`config.mk`:
```
export PLATFORM = sky130hd
export DESIGN_NAME = upsample_sched
export DESIGN_NICKNAME = d
export VERILOG_FILES = /design/src/rtl/upsample_pkg.sv /design/src/rtl/upsample_tick_gen.sv /design/src/rtl/upsample_sched.sv
export SDC_FILE = /design/constraint.sdc
export NUM_CORES = 1
export LEC_CHECK = 0
export CORE_MARGIN = 2
export CORE_UTILIZATION = 48
export DETAILED_ROUTE_END_ITERATION = 8
export GPL_ROUTABILITY_DRIVEN = 0
export HOLD_SLACK_MARGIN = 0.15
export PLACE_DENSITY = 0.77
export SLEW_MARGIN = 10
export SYNTH_ARGS = -nofsm -noshare
export SYNTH_HDL_FRONTEND = slang
export SYNTH_HIERARCHICAL = 1
export SYNTH_SLANG_ARGS = --single-unit
```
`constraint.sdc`:
```
create_clock -name clk -period 1.9 [get_ports clk]
set_input_delay 0.285 -clock clk [delete_from_list [all_inputs] [get_ports clk]]
set_output_delay 0.285 -clock clk [all_outputs]
set_load 0.005 [all_outputs]
```
`src/rtl/upsample_pkg.sv`:
```
// Shared definitions for the stereo upsampling scheduler: channel codes,
// FSM state encoding and default sample width.
package upsample_pkg;

    localparam int DATA_WIDTH_DFLT = 16;

    localparam logic CH_LEFT  = 1'b0;
    localparam logic CH_RIGHT = 1'b1;

    typedef enum logic [1:0] {
        ST_IDLE  = 2'd0,
        ST_REQ_L = 2'd1,
        ST_REQ_R = 2'd2,
        ST_EMIT  = 2'd3
    } state_e;

endpackage

```
`src/rtl/upsample_tick_gen.sv`:
```
// Output-rate tick generator: free-running 0..TICK_DIV-1 counter that
// pulses on its last count while enabled and is held at zero otherwise.
module upsample_tick_gen #(
    parameter int TICK_DIV = 16
) (
    input  logic clk,
    input  logic reset_n,
    input  logic enable,
    output logic tick
);

    localparam int CW = (TICK_DIV > 1) ? $clog2(TICK_DIV) : 1;
    localparam logic [CW-1:0] LAST = CW'(TICK_DIV - 1);

    logic [CW-1:0] cnt_q;
    logic [CW-1:0] cnt_d;

    always_comb begin
        cnt_d = '0;
        if (enable) begin
            cnt_d = (cnt_q == LAST) ? '0 : cnt_q + CW'(1);
        end
    end

    always_ff @(posedge clk or negedge reset_n) begin
        if (!reset_n) begin
            cnt_q <= '0;
        end else begin
            cnt_q <= cnt_d;
        end
    end

    // Gating with the live enable means a tick cannot escape in the cycle enable falls.
    assign tick = enable && (cnt_q == LAST);

endmodule

```
`src/rtl/upsample_sched.sv`:
```
// Time-multiplexes one single-channel interpolator core across the left and
// right halves of a stereo frame, one left/right request pair per output tick.
module upsample_sched
    import upsample_pkg::*;
#(
    parameter int DATA_WIDTH   = DATA_WIDTH_DFLT,
    parameter int UP_FACTOR    = 8,
    parameter int TICK_DIV     = 16,
    parameter int CORE_TIMEOUT = 6
) (
    input  logic                          clk,
    input  logic                          reset_n,
    input  logic                          enable,
    input  logic                          in_valid,
    output logic                          in_ready,
    input  logic [2*DATA_WIDTH-1:0]       in_frame,
    output logic                          core_req,
    output logic                          core_ch,
    output logic                          core_load,
    output logic [DATA_WIDTH-1:0]         core_din,
    input  logic                          core_ack,
    input  logic [DATA_WIDTH-1:0]         core_dout,
    output logic                          out_valid,
    output logic [2*DATA_WIDTH-1:0]       out_frame,
    output logic [$clog2(UP_FACTOR)-1:0]  phase,
    output logic                          underrun,
    output logic                          late,
    output logic                          timeout
);

    localparam int DW = DATA_WIDTH;
    localparam int PW = $clog2(UP_FACTOR);
    localparam int WW = $clog2(CORE_TIMEOUT + 1);
    localparam logic [PW-1:0] PH_LAST  = PW'(UP_FACTOR - 1);
    localparam logic [WW-1:0] WAIT_END = WW'(CORE_TIMEOUT - 1);

    logic            tick;
    state_e          state_q;
    logic [PW-1:0]   phase_q;
    logic [2*DW-1:0] frame_q;
    logic [DW-1:0]   l_res_q;
    logic [2*DW-1:0] out_frame_q;
    logic [WW-1:0]   wait_q;
    logic            underrun_q;
    logic            late_q;
    logic            timeout_q;

    logic            is_idle;
    logic            fetch_d;
    logic            step_done_d;
    logic [DW-1:0]   res_d;
    logic [PW-1:0]   phase_inc_d;

    upsample_tick_gen #(
        .TICK_DIV(TICK_DIV)
    ) u_tick_gen (
        .clk     (clk),
        .reset_n (reset_n),
        .enable  (enable),
        .tick    (tick)
    );

    assign is_idle     = (state_q == ST_IDLE);
    assign fetch_d     = is_idle && tick && (phase_q == '0);
    assign step_done_d = core_ack || (wait_q == WAIT_END);
    // A timed-out channel contributes a zero sample rather than stale data.
    assign res_d       = core_ack ? core_dout : '0;
    assign phase_inc_d = (phase_q == PH_LAST) ? '0 : phase_q + PW'(1);

    always_ff @(posedge clk or negedge reset_n) begin
        if (!reset_n) begin
            state_q     <= ST_IDLE;
            phase_q     <= '0;
            frame_q     <= '0;
            l_res_q     <= '0;
            out_frame_q <= '0;
            wait_q      <= '0;
            underrun_q  <= 1'b0;
            late_q      <= 1'b0;
            timeout_q   <= 1'b0;
        end else begin
            if (tick && !is_idle) begin
                late_q <= 1'b1;
            end
            case (state_q)
                ST_IDLE: begin
                    if (tick) begin
                        if (phase_q == '0) begin
                            if (in_valid) begin
                                frame_q <= in_frame;
                            end else begin
                                underrun_q <= 1'b1;
                            end
                        end
                        wait_q  <= '0;
                        state_q <= ST_REQ_L;
                    end else if (!enable) begin
                        phase_q <= '0;
                    end
                end
                ST_REQ_L: begin
                    if (step_done_d) begin
                        l_res_q <= res_d;
                        wait_q  <= '0;
                        state_q <= ST_REQ_R;
                        if (!core_ack) begin
                            timeout_q <= 1'b1;
                        end
                    end else begin
                        wait_q <= wait_q + WW'(1);
                    end
                end
                ST_REQ_R: begin
                    if (step_done_d) begin
                        out_frame_q <= {l_res_q, res_d};
                        state_q     <= ST_EMIT;
                        if (!core_ack) begin
                            timeout_q <= 1'b1;
                        end
                    end else begin
                        wait_q <= wait_q + WW'(1);
                    end
                end
                ST_EMIT: begin
                    phase_q <= phase_inc_d;
                    state_q <= ST_IDLE;
                end
                default: begin
                    state_q <= ST_IDLE;
                end
            endcase
        end
    end

    // Outputs decode straight from registered state so reset clears them at once.
    assign in_ready  = fetch_d;
    assign core_req  = (state_q == ST_REQ_L) || (state_q == ST_REQ_R);
    assign core_ch   = (state_q == ST_REQ_R) ? CH_RIGHT : CH_LEFT;
    assign core_load = core_req && (phase_q == '0);
    assign core_din  = (state_q == ST_REQ_L) ? frame_q[2*DW-1:DW] :
                       (state_q == ST_REQ_R) ? frame_q[DW-1:0]    : '0;
    assign out_valid = (state_q == ST_EMIT);
    assign out_frame = out_frame_q;
    assign phase     = phase_q;
    assign underrun  = underrun_q;
    assign late      = late_q;
    assign timeout   = timeout_q;

endmodule

```
==> flow_metrics.env <==
export IMPL_clockBufferDepth=2
export IMPL_critPathMaxStageDelay_ns=0.41
export IMPL_reg2reg_to="frame_q[4]"
export IMPL_rrSetupSlack_ns=0.07
export IMPL_worstMarginPinSlew_ns=0.651
export IMPL_n_antenna_cell=0
export IMPL_path_cells="buf_6, ha_4, buf_12, buf_16, o21ai_2, buf_2"
export IMPL_grt_pass1_wl_um=14700
export IMPL_vias=2958
export IMPL_nets=510
export IMPL_cts_tree="built"
export IMPL_drv_cap=0
export IMPL_track_usage_pct=21.5
export IMPL_min_period_over_period_pct=99.1
export IMPL_totalWireLength_um=9340
export IMPL_power_leakage_nw=2.77
export IMPL_power_total_mw=7.33
export IMPL_vias_per_cell=5.32
export IMPL_final_util_pct=71.3
export IMPL_num_rows=33
export IMPL_yosysSeqAreaShare_pct=59.9
export IMPL_slew_viol_final=0
export IMPL_synth_seq_cells=95
export IMPL_finalSetupViolations=0
export IMPL_syn_num_nets=370
export IMPL_min_path_type="in -> async"
export IMPL_synth_cell_types=33
export IMPL_r2r_start="u_tick_gen/cnt_q[1]"
export IMPL_powerDensity_nw_per_um2=1260
export IMPL_peakVddDrop_uv=747
export IMPL_intPower_mw=5.04
export IMPL_grt_max_degree=37
export IMPL_syn_cell_area_um2=3970
export IMPL_cp_max_fo=8
export IMPL_grt_antenna_before_repair=0
export IMPL_cts_inserted_buffers=9
export IMPL_drive_gt1_share_pct=29.9
export IMPL_crit_family="buffers and inverters"
export IMPL_fin_hold_ws_ns=0.394
export IMPL_netlist_instances=306
export IMPL_clkLatencyLatePin_ns=0.37
export IMPL_max_slew_margin_pct=56.6
export IMPL_dieWidth_um=94.9
export IMPL_clk_pin_slew_worst_paths_ns=0.10
export IMPL_swShare_pct=31.3
export IMPL_sequentialPowerShare_pct=39.2
export IMPL_clkSinkCount=95
export IMPL_port_buffers=111
export IMPL_fp_dieH_um=94.9
export IMPL_setup_tns_ns=0
export IMPL_initial_utilization_pct=48.8
export IMPL_cp_slowest_cell="dfrtp_1"
export IMPL_final_hold_violation_count=0
export IMPL_grt_overflow=0
export IMPL_status="completed"
export IMPL_syn_avg_cell_area_um2=13.0
export IMPL_r2r_cells=8
export IMPL_required_ns=1.62
export IMPL_areaGrowthSynthToFinish_pct=46.1
export IMPL_die_area_um2=9010
export IMPL_root_buffer="clkbuf_8"
export IMPL_switchingPower_mw=2.29
export IMPL_drt_iter0_markers=80
export IMPL_hpwl_um=6130
export IMPL_rsz0062_at_grt="true"
export IMPL_fin_area_um2=5800
export IMPL_core_area_um2=8130
export IMPL_arrival_ns=1.60
export IMPL_dp_cells=528
export IMPL_post_route_drc_count=0
export IMPL_critPathBufInv=4
export IMPL_dpl_instance_area_um2=5320
export IMPL_drt_wirelength_per_cell_um=16.8
export IMPL_cp_end_kind="output pin"
export IMPL_cp_start_kind="flip-flop"
export IMPL_fmax_ghz=0.531
export IMPL_finalClockSkew_ns=0.0114
export IMPL_grt_pass1_vias=2971
export IMPL_period_needed_ns=1.88
export IMPL_pre_cts_ws_ns=-0.0805
export IMPL_combPwrFrac_pct=41.9
export IMPL_htreeDepth=3
export IMPL_firstDrtPassIters=4
export IMPL_clkPwrFrac_pct=19.0
export IMPL_yosysWarnings=6
export IMPL_io_pins=112
export IMPL_fin_cells=556
export IMPL_crit_type="reg -> out"
export IMPL_postRouteAntennaNets=0
export IMPL_layout_setup_ws_ns=0.0165
per-layer routing:
layer  vias up  GRT usage (%)  share of wire, %
met1      1476           30.1                45
met2        96           32.3                48
met4         0           8.33               1.5
met3         8           5.27               6.0
met5         -              0                 0
li1       1378              -                 -
cell families after synthesis:
family	count (synthesis)	synth area share [%]
AOI/OAI and AO/OA	68	12.8
xor gates and xnor gates	1	0.221
adders and majority gates	11	3.47
buffers and inverters	28	3.44
DFF	95	59.9
muxes	49	13.9
and+or+nand+nor	54	6.27
sequential cells by signal, indices dropped and copies added (netlist names):
signal and count:
frame_q 32, l_res_q 16, late 1, out_frame 32
phase 3, state_q 2, timeout 1, u_tick_gen/cnt_q 4
underrun 1, wait_q 3
area by class of cell:
| type | count | area, um2 |
|---|---|---|
| multi-input cells | 183 | 1580 |
| repair buffers | 146 | 1460 |
| clock inverters | 6 | 81.3 |
| flip-flops and latches | 95 | 2380 |
| well taps | 105 | 131 |
| inverters | 11 | 41.3 |
| fillers | 578 | 2340 |
| clock buffers | 10 | 128 |
layout by cell type (no fill, tap or decap), drive strengths merged, types with 2 or more instances in the layout:
cell	instances
a21o	4
a21oi	2
a22o	34
and2	3
buf	43
clkbuf	19
clkdlybuf4s50	89
clkinv	2
clkinvlp	2
dfrtp	95
dlygate4sd2	3
ha	11
inv	12
mux2	49
nand2	37
nand3	3
nor2	3
nor2b	2
nor3b	2
o21ai	20
what timing repair did:
action	4_1_cts	5_1_grt
setup buffers	6	2
endpoints found under the setup margin	52	50
gates cloned	3	1
hold buffers	1	0
resized for setup	98	25
endpoints found under the hold margin	33	0
pin swaps	2	6
worst max-delay path by stage:
stage,from,end,depth (start not counted)
global placement,state_q[0],core_din[8],6
floorplan,u_tick_gen/cnt_q[0],frame_q[26],7
global route,state_q[1],core_din[3],6
finish,state_q[0],core_din[13],6
detailed placement,enable,frame_q[30],8
CTS,state_q[0],core_din[11],6
cell usage after synthesis, drive strengths merged:
library cell  number  share of area [%]
mux2              49                 14
o21ai             20                2.5
and2               3               0.47
a2bb2oi            1               0.22
ha                11                3.5
inv               11                1.0
clkbuf             6               0.57
a21oi              2               0.25
and3b              1               0.22
and4b              1               0.25
a22o              34                7.5
nand2b             1               0.16
nor3b              2               0.38
xnor2              1               0.22
nor2b              2               0.32
a311oi             1               0.22
o2111ai            1               0.22
nor4bb             1               0.25
a31oi              1               0.16
buf               11                1.8
nand3              3               0.38
a41o               1               0.25
a221o              1               0.25
nand2             37                3.6
nor2               3               0.28
a32oi              1               0.22
dfrtp             95                 60
a21o               4               0.76
a211o              1               0.22
power by group through the flow:
stage	Combinational (mW)	Sequential [mW]	Clock [mW]
final	3.07	2.87	1.39
after global routing	3.34	2.94	1.51
after CTS	3.04	2.87	1.41
after detailed placement	2.68	2.90	0
after global placement	2.61	2.88	0
after floorplan	1.20	2.87	0
(Power assumes the default switching activity.)
